`config.mk`:
```
export PLATFORM = sky130hd
export DESIGN_NAME = pipeline_stall_controller
export DESIGN_NICKNAME = d
export VERILOG_FILES = /design/src/rtl/pipeline_stall_controller.sv
export SDC_FILE = /design/constraint.sdc
export NUM_CORES = 1
export LEC_CHECK = 0
export ABC_AREA = 1
export BUFFER_PORTS_ARGS = -buffer_cell sky130_fd_sc_hd__buf_2
export CAP_MARGIN = 20
export CORE_ASPECT_RATIO = 0.6
export CORE_UTILIZATION = 51
export DETAILED_ROUTE_END_ITERATION = 7
export HOLD_SLACK_MARGIN = 0.06
export PLACE_DENSITY_LB_ADDON = 0.3
export SYNTH_ARGS = -nofsm -noshare
export SYNTH_HDL_FRONTEND = slang
export SYNTH_SLANG_ARGS = --single-unit
```
`constraint.sdc`:
```
create_clock -name clk -period 2.2 [get_ports clk]
set_clock_uncertainty 0.2 [all_clocks]
set_input_delay 0.44 -clock clk [delete_from_list [all_inputs] [get_ports clk]]
set_output_delay 0.44 -clock clk [all_outputs]
set_load 0.1 [all_outputs]
```
`src/rtl/pipeline_stall_controller.sv`:
```
// Pipeline stall/flush controller for a five-stage core.
// It turns hazard, branch and memory-wait conditions into freeze and flush
// strobes, sequences a debug halt through a drain phase, traps memory
// timeouts in an error state, and counts stall and flush cycles.
module pipeline_stall_controller #(
    parameter int CNT_W   = 16,
    parameter int TIMEOUT = 255,
    parameter int DRAIN   = 3
) (
    input  logic             clk,
    input  logic             rst,
    input  logic             hazard,
    input  logic             branch_taken,
    input  logic             mem_access,
    input  logic             sram_ready,
    input  logic             halt_req,
    input  logic             err_clr,
    input  logic             cnt_clr,
    output logic             freeze_if,
    output logic             flush_if_id,
    output logic             flush_id_exe,
    output logic             freeze_all,
    output logic             halted,
    output logic             err,
    output logic [CNT_W-1:0] stall_cnt,
    output logic [CNT_W-1:0] flush_cnt
);

    localparam int WAIT_W  = (TIMEOUT > 1) ? $clog2(TIMEOUT) : 1;
    localparam int DRAIN_W = (DRAIN > 1) ? $clog2(DRAIN) : 1;

    typedef enum logic [1:0] {
        ST_RUN    = 2'd0,
        ST_DRAIN  = 2'd1,
        ST_HALTED = 2'd2,
        ST_ERROR  = 2'd3
    } state_t;

    state_t              state;
    logic [WAIT_W-1:0]   wait_cnt;
    logic [DRAIN_W-1:0]  drain_cnt;
    logic                memstall;
    logic                timeout;

    // Counters stick at all-ones rather than wrapping.
    function automatic logic [CNT_W-1:0] sat_inc(input logic [CNT_W-1:0] v);
        return (&v) ? v : v + CNT_W'(1);
    endfunction

    assign memstall = mem_access & ~sram_ready;
    // The stall that would complete TIMEOUT consecutive wait cycles.
    assign timeout  = memstall && (wait_cnt == WAIT_W'(TIMEOUT - 1));

    // Pipeline strobes: memory wait beats branch flush beats hazard bubble.
    always_comb begin
        freeze_if    = 1'b0;
        flush_if_id  = 1'b0;
        flush_id_exe = 1'b0;
        freeze_all   = 1'b0;
        case (state)
            ST_RUN: begin
                if (memstall) begin
                    freeze_all = 1'b1;
                end else if (branch_taken) begin
                    flush_if_id  = 1'b1;
                    flush_id_exe = 1'b1;
                end else if (hazard) begin
                    freeze_if    = 1'b1;
                    flush_id_exe = 1'b1;
                end
            end
            ST_DRAIN: begin
                if (memstall) begin
                    freeze_all = 1'b1;
                end else begin
                    freeze_if    = 1'b1;
                    flush_id_exe = 1'b1;
                end
            end
            default: freeze_all = 1'b1;
        endcase
    end

    // Control FSM with wait/drain counters and registered halted/err flags.
    always_ff @(posedge clk or posedge rst) begin
        if (rst) begin
            state     <= ST_RUN;
            wait_cnt  <= '0;
            drain_cnt <= '0;
            halted    <= 1'b0;
            err       <= 1'b0;
        end else begin
            halted <= 1'b0;
            err    <= 1'b0;
            case (state)
                ST_RUN: begin
                    if (timeout) begin
                        state    <= ST_ERROR;
                        wait_cnt <= '0;
                        err      <= 1'b1;
                    end else begin
                        wait_cnt <= memstall ? wait_cnt + WAIT_W'(1) : '0;
                        // A taken branch flushes first; the halt is accepted a cycle later.
                        if (halt_req && !memstall && !branch_taken) begin
                            state     <= ST_DRAIN;
                            drain_cnt <= '0;
                        end
                    end
                end
                ST_DRAIN: begin
                    if (timeout) begin
                        state    <= ST_ERROR;
                        wait_cnt <= '0;
                        err      <= 1'b1;
                    end else begin
                        wait_cnt <= memstall ? wait_cnt + WAIT_W'(1) : '0;
                        if (!halt_req) begin
                            state <= ST_RUN;
                        end else if (!memstall) begin
                            if (drain_cnt == DRAIN_W'(DRAIN - 1)) begin
                                state  <= ST_HALTED;
                                halted <= 1'b1;
                            end else begin
                                drain_cnt <= drain_cnt + DRAIN_W'(1);
                            end
                        end
                    end
                end
                ST_HALTED: begin
                    wait_cnt <= '0;
                    if (!halt_req) state  <= ST_RUN;
                    else           halted <= 1'b1;
                end
                default: begin
                    wait_cnt <= '0;
                    if (err_clr) state <= ST_RUN;
                    else         err   <= 1'b1;
                end
            endcase
        end
    end

    // Performance counters; a clear wins over a same-cycle increment.
    always_ff @(posedge clk or posedge rst) begin
        if (rst) begin
            stall_cnt <= '0;
            flush_cnt <= '0;
        end else if (cnt_clr) begin
            stall_cnt <= '0;
            flush_cnt <= '0;
        end else begin
            if (freeze_if || freeze_all) stall_cnt <= sat_inc(stall_cnt);
            if (flush_if_id)             flush_cnt <= sat_inc(flush_cnt);
        end
    end

endmodule

```
==> flow_metrics.py, run 1 <==
metrics = {
    "timing": {
        "fin_crit_ps": 2205,
        "setup_viol": 1,
        "fin_ws_ps": -5.048,
        "worstMarginPinSlew_ps": 575.5,
        "holdWs_ps": 68.56,
        "rsz0062_at_grt": "yes",
        "hold_viol": 0,
        "post-route-period-util_pct": 100.2,
        "maxSlewHeadroom_pct": 61.63,
        "finalMaxSlewViolations": 0,
        "fmax_ghz": 0.4535,
        "setup_tns_ps": -5.048,
    },
    "placed_design": {
        "post-dp-hpwl_mm": 5.676,
        "place.gp.congestion": 0.8690,
        "port_buffers": 46,
    },
    "global_routing": {
        "grt_usage_pct": 24.81,
        "met3_usage_pct": 4.027,
        "grt-busiest-layer": "met2",
        "antenna_found_initial": 0,
        "grt_pass1_vias": 2436,
        "grt_pass1_wl_mm": 11.87,
        "grt_max_degree": 47,
        "grt-ovfl-total": 0,
        "gr-usage-met2_pct": 37.49,
        "use_met1_pct": 37.26,
    },
    "drt": {
        "wire_per_inst_um": 13.19,
        "vias_per_cell": 5.222,
        "wl_mm": 7.438,
        "drtIter0Drc": 193,
        "drtAntennaViolNets": 0,
        "drc": 0,
        "drtPass1Iterations": 4,
        "dr_total_vias": 2945,
    },
    "synth": {
        "ys_seq_elements": 46,
        "ys_types": 33,
        "ys_seq_area_share_pct": 37.54,
        "netlist_area_sq_um": 3067,
        "yosysWarnings": 0,
        "syn_avg_cell_area_sq_um": 7.165,
        "syn-num-nets": 446,
        "synth_cells": 428,
    },
    "power": {
        "seqPwrFrac_pct": 28.9,
        "clock_power_share_pct": 17.4,
        "ir_drop_mv": 0.6912,
        "p_leak_uw": 0.001735,
        "p_int_uw": 1873,
        "total_power_uw": 3595,
        "pwr-share-comb_pct": 53.6,
        "netSwitchingFraction_pct": 47.91,
        "p_switching_uw": 1722,
        "powerDensity_nw_per_um2": 987.8,
    },
    "die": {
        "fp.coreArea_sq_um": 5675,
        "ioPinCount": 47,
        "start_util_pct": 54.03,
        "die_h_um": 62.07,
        "fp.dieW_um": 102.1,
        "dieArea_sq_um": 6337,
        "row_count": 21,
    },
    "flow_run": {
        "cap_violations": 0,
    },
    "clock_network": {
        "cts_buffer_depth": 2,
        "clock-sinks": 46,
        "cts.clk_slew.worst_paths_ps": 90,
        "cts_hold_buf": 0,
        "cts_buffers": 5,
        "root_buffer": "clkbuf_8",
        "clk_latency_ps": 300,
        "htreeDepth": 2,
        "cts_tree": "done",
    },
    "critical_path": {
        "reg2reg_slack_ps": 220,
        "arrival_ps": 1570,
        "critPathLaunchType": "register",
        "worstSetupPathType": "register to output port",
        "required_ps": 1560,
        "cp_max_fo": 3,
        "end_kind": "output port",
    },
    "final_layout": {
        "nFillCells": 517,
        "diodes": 0,
        "fin_nets": 501,
        "synthToLayoutAreaGrowth_pct": 18.69,
        "drive_above_1_share_pct": 23.35,
        "final_cell_mix": "nand2_1, nor2_1, buf_2",
        "final_common_cell": "nand2_1",
        "final_util_pct": 64.13,
    },
    "outcome": {
        "failed_checks": "negative setup slack",
        "status": "complete, but fails checks",
    },
    "hold_path": {
        "hold_class": "primary input to async pin",
    },
}
## power by group through the flow
stage | clock (uW) | combinational, uW | sequential, uW
2_1_floorplan | 0 | 1010 | 1340
3_3_place_gp | 0 | 1660 | 1050
3_5_place_dp | 0 | 1700 | 1060
4_1_cts | 640 | 1880 | 1040
5_1_grt | 682 | 2060 | 1060
6_report | 627 | 1930 | 1040
## metrics by stage
stage / std cells / area, sq um / setup slack (ps)
final: 564 / 3640 / -5.048
after global routing: 564 / 3640 / -71.27
after detailed placement: 549 / 3438 / 35.89
after global placement: 549 / 3438 / 147.9
after floorplan: 428 / 3099 / -126.9
after CTS: 562 / 3620 / 2.396
## cell families after synthesis
family | share of synthesized area [%]
AOI/OAI and AO/OA | 8.732
xor gates and xnor gates | 3.427
adders and majority gates | 3.672
buffers and inverters | 8.812
DFF | 37.54
muxes | 0.3264
and+or+nand+nor | 37.49
## layout make-up
class	instances	area (sq um)	share of cell area [%]
Multi-Input combinational cell	326	1709	46.96
Sequential cell	46	1160	31.87
Timing Repair Buffer	57	385.4	10.59
Inverter	47	176.4	4.847
Tap cell	80	100.1	2.750
Clock buffer	5	68.82	1.891
Clock inverter	3	40.04	1.100
## registers in the layout (all words and copies together) (netlist names)
register   count
err            1
wait_cnt       8
drain_cnt      2
flush_cnt     16
state          2
stall_cnt     16
halted         1
## Yosys cell counts (all sizes together)
| cell | count | area (sq um) |
|---|---|---|
| xnor2 | 2 | 17.52 |
| nand3b | 1 | 20.02 |
| dfrtp | 46 | 1151 |
| nand3 | 45 | 247.7 |
| xor2 | 10 | 87.58 |
| nor3b | 1 | 7.510 |
| nand4 | 13 | 81.33 |
| ha | 9 | 112.6 |
| o21ai | 34 | 196.4 |
| o21bai | 5 | 37.54 |
| a31oi | 1 | 6.260 |
| a21boi | 1 | 7.510 |
| nand2 | 135 | 524.3 |
| nor3 | 5 | 25.02 |
| mux2i | 1 | 10.01 |
| buf | 9 | 93.83 |
| a21oi | 4 | 20.02 |
| or2 | 4 | 25.02 |
| inv | 47 | 176.4 |
| nor2 | 54 | 212.7 |
| or3 | 1 | 6.260 |
## layer usage
layer	routed length (um)	share of wire (%)
met1	3818	51
met2	3221	43
met3	389	5.2
met4	8	0.11
met5	0	0
## critical path, cell delays in order, from the launching register on
cell,delay [ps]
dfrtp_1,400
inv_2,90
ha_1,200
inv_2,70
nand2_2,100
nand2_4,70
a21oi_4,150
buf_12,190
## final timing paths
check,from,to,cells past startpoint
max reg2reg,stall_cnt[0],stall_cnt[4],9
min reg2reg,wait_cnt[0],wait_cnt[0],1
max,state[1],flush_id_exe,7
min in group clk,err_clr,err,2
min,rst,wait_cnt[2],3
max in group asynchronous,rst,stall_cnt[4],3
## timing repair
item,4_1_cts,5_1_grt
setup buffers,5,2
pin swaps,2,0
gates cloned,0,0
endpoints found under the setup margin,3,4
resized for setup,11,3
No activity file was read; power rests on OpenSTA's default activity.
==> run 2, diff against run 1 <==
--- a/config.mk
+++ b/config.mk
@@ -6,13 +6,14 @@
 export NUM_CORES = 1
 export LEC_CHECK = 0
 export ABC_AREA = 1
-export BUFFER_PORTS_ARGS = -buffer_cell sky130_fd_sc_hd__buf_2
 export CAP_MARGIN = 20
 export CORE_ASPECT_RATIO = 0.6
 export CORE_UTILIZATION = 51
 export DETAILED_ROUTE_END_ITERATION = 7
+export DONT_BUFFER_PORTS = 1
 export HOLD_SLACK_MARGIN = 0.06
 export PLACE_DENSITY_LB_ADDON = 0.3
 export SYNTH_ARGS = -nofsm -noshare
 export SYNTH_HDL_FRONTEND = slang
 export SYNTH_SLANG_ARGS = --single-unit
+export TNS_END_PERCENT = 10
==> run 2 against run 1 <==
Effect of this change: the flow still finishes with violations (negative setup slack); clock power hardly changed; global-route usage is 0.88 points higher; register-to-register slack hardly changed; sequential share of layout area is 0.38 points lower; design area is 0.76% higher; maximum frequency is 1.3% lower; final cell count is 1.6% lower; highest routed layer unchanged.
==> flow_metrics.py, run 2 (synthesis results as in run 1) <==
metrics = {
    "clock_network": {
        "cts.clk_slew.worst_paths_ps": 90,
        "clock-sinks": 46,
        "cts_buffers": 5,
        "cts_buffer_depth": 2,
        "htreeDepth": 2,
        "cts_tree": "done",
        "clk_latency_ps": 300,
        "root_buffer": "clkbuf_8",
    },
    "critical_path": {
        "worstSetupPathType": "register to output port",
        "crit_slowest_cell": "dfrtp_1",
        "critPathLaunchType": "register",
        "arrival_ps": 1600,
        "path_cells": "buf_4, ha_4, inv_2, nand2_2, nand2_4, buf_4",
        "crit_top_cell": "buf_4",
        "required_ps": 1560,
        "cp_max_fo": 7,
        "end_kind": "output port",
        "max_stage_delay_ps": 410,
    },
    "timing": {
        "worstMarginPinSlew_ps": 378.2,
        "finalMaxSlewViolations": 0,
        "hold_viol": 0,
        "fin_crit_ps": 2235,
        "maxSlewHeadroom_pct": 74.69,
        "post-route-period-util_pct": 101.6,
        "fmax_ghz": 0.4474,
        "rsz0062_at_grt": "yes",
        "setup_viol": 3,
        "fin_ws_ps": -35.13,
    },
    "outcome": {
        "failed_checks": "negative setup slack",
        "status": "complete, but fails checks",
    },
    "placed_design": {
        "place.gp.congestion": 0.8413,
        "post-dp-hpwl_mm": 5.610,
        "port_buffers": 0,
    },
    "power": {
        "p_int_uw": 1823,
        "p_leak_uw": 0.001691,
        "ir_drop_mv": 0.5806,
        "pwr-share-comb_pct": 53.0,
        "netSwitchingFraction_pct": 47.97,
        "seqPwrFrac_pct": 29.1,
        "total_power_uw": 3504,
        "powerDensity_nw_per_um2": 955.6,
        "p_switching_uw": 1681,
        "clock_power_share_pct": 17.9,
    },
    "global_routing": {
        "grt_usage_pct": 25.70,
        "grt_pass1_wl_mm": 12.36,
        "grt_pass1_vias": 2621,
        "grt-ovfl-total": 0,
        "antenna_found_initial": 0,
        "grt_max_degree": 47,
    },
    "die": {
        "ioPinCount": 47,
        "dieArea_sq_um": 6337,
        "start_util_pct": 54.03,
        "die_h_um": 62.07,
        "fp.dieW_um": 102.1,
        "row_count": 21,
        "fp.coreArea_sq_um": 5675,
    },
    "final_layout": {
        "final_util_pct": 64.62,
        "multiInputGateArea_sq_um": 1702,
        "fin_nets": 492,
        "synthToLayoutAreaGrowth_pct": 19.58,
        "drive_above_1_share_pct": 19.37,
        "final_common_cell": "nand2_1",
        "diodes": 0,
        "nFillCells": 487,
        "final_cell_mix": "nand2_1, nor2_1, dfrtp_1",
        "seqCellArea_sq_um": 1155,
        "top_regs": "flush_cnt (16), stall_cnt (16), wait_cnt (8)",
    },
    "drt": {
        "dr_total_vias": 2966,
        "drtIter0Drc": 217,
        "wl_mm": 7.550,
        "wire_per_inst_um": 13.60,
        "drc": 0,
        "vias_per_cell": 5.344,
        "drtAntennaViolNets": 0,
        "drtPass1Iterations": 5,
    },
    "flow_run": {
        "cap_violations": 0,
    },
    "hold_path": {
        "hold_class": "primary input to register",
    },
}
## run 2: cell types whose count changed in the layout (fill, tap and decap cells not counted), sizes merged
cell	before	now
clkbuf	5	7
dlygate4sd3	0	2
buf	57	46
clkinv	2	0
## run 2: worst paths after layout
path	start	to	slack, ps	depth (start not counted)
worst min register to register	wait_cnt[0]	wait_cnt[0]	270	1
min in group asynchronous	rst	wait_cnt[3]	430	3
worst max-delay path	state[0]	freeze_all	-40	6
worst max register to register	state[0]	stall_cnt[14]	230	11
max in group asynchronous	rst	stall_cnt[1]	1140	3
worst min-delay path	cnt_clr	stall_cnt[8]	90	3
## run 2: area by class of cell
cell class | instances | area share, %
clock inverters | 1 | 0.8188
well taps | 80 | 2.729
multi-input cells | 326 | 46.40
repair buffers | 48 | 11.67
clock buffers | 7 | 2.081
inverters | 47 | 4.811
flip-flops and latches | 46 | 31.49
## run 2: stage by stage
step / setup TNS [ps] / area [sq um] / hold WS [ps] / instances / setup WS (ps)
4_1_cts: -24.73 / 3655 / 88.45 / 554 / -14.40
3_5_place_dp: 0 / 3471 / 183.0 / 540 / 79.57
3_3_place_gp: 0 / 3471 / 183.4 / 540 / 164.1
6_report: -73.03 / 3667 / 94.61 / 555 / -35.13
5_1_grt: -297.1 / 3667 / 82.16 / 555 / -103.5
2_1_floorplan: -3261 / 3094 / 232.2 / 428 / -199.3
## run 2: power by group through the flow
stage | registers, uW | logic (uW) | clock network [uW]
floorplan | 1340 | 1010 | 0
global placement | 1030 | 1640 | 0
detailed placement | 1040 | 1680 | 0
CTS | 1020 | 1820 | 639
global route | 1030 | 1990 | 684
finish | 1020 | 1860 | 626
## run 2: repair_timing
action	4_1_cts	5_1_grt
endpoints found under the hold margin	47	0
setup buffers	4	1
pin swaps	0	2
setup endpoints to repair	4	12
hold buffers	2	0
resized for setup	8	2
## run 2: per-layer routing
layer / wire, um / share of wire [%] / GRT usage [%]
met5: 0 / 0 / 0
met4: 70 / 0.93 / 4.694
met3: 492 / 6.5 / 5.481
met2: 3254 / 43 / 40.46
met1: 3733 / 49 / 37.08
## run 2: worst max-delay path, delay by kind of cell, from the launching register on
kind,cells,cell delay (ps)
adders and majority gates,1,180
buffers and inverters,3,520
DFF,1,410
and+or+nand+nor,2,190
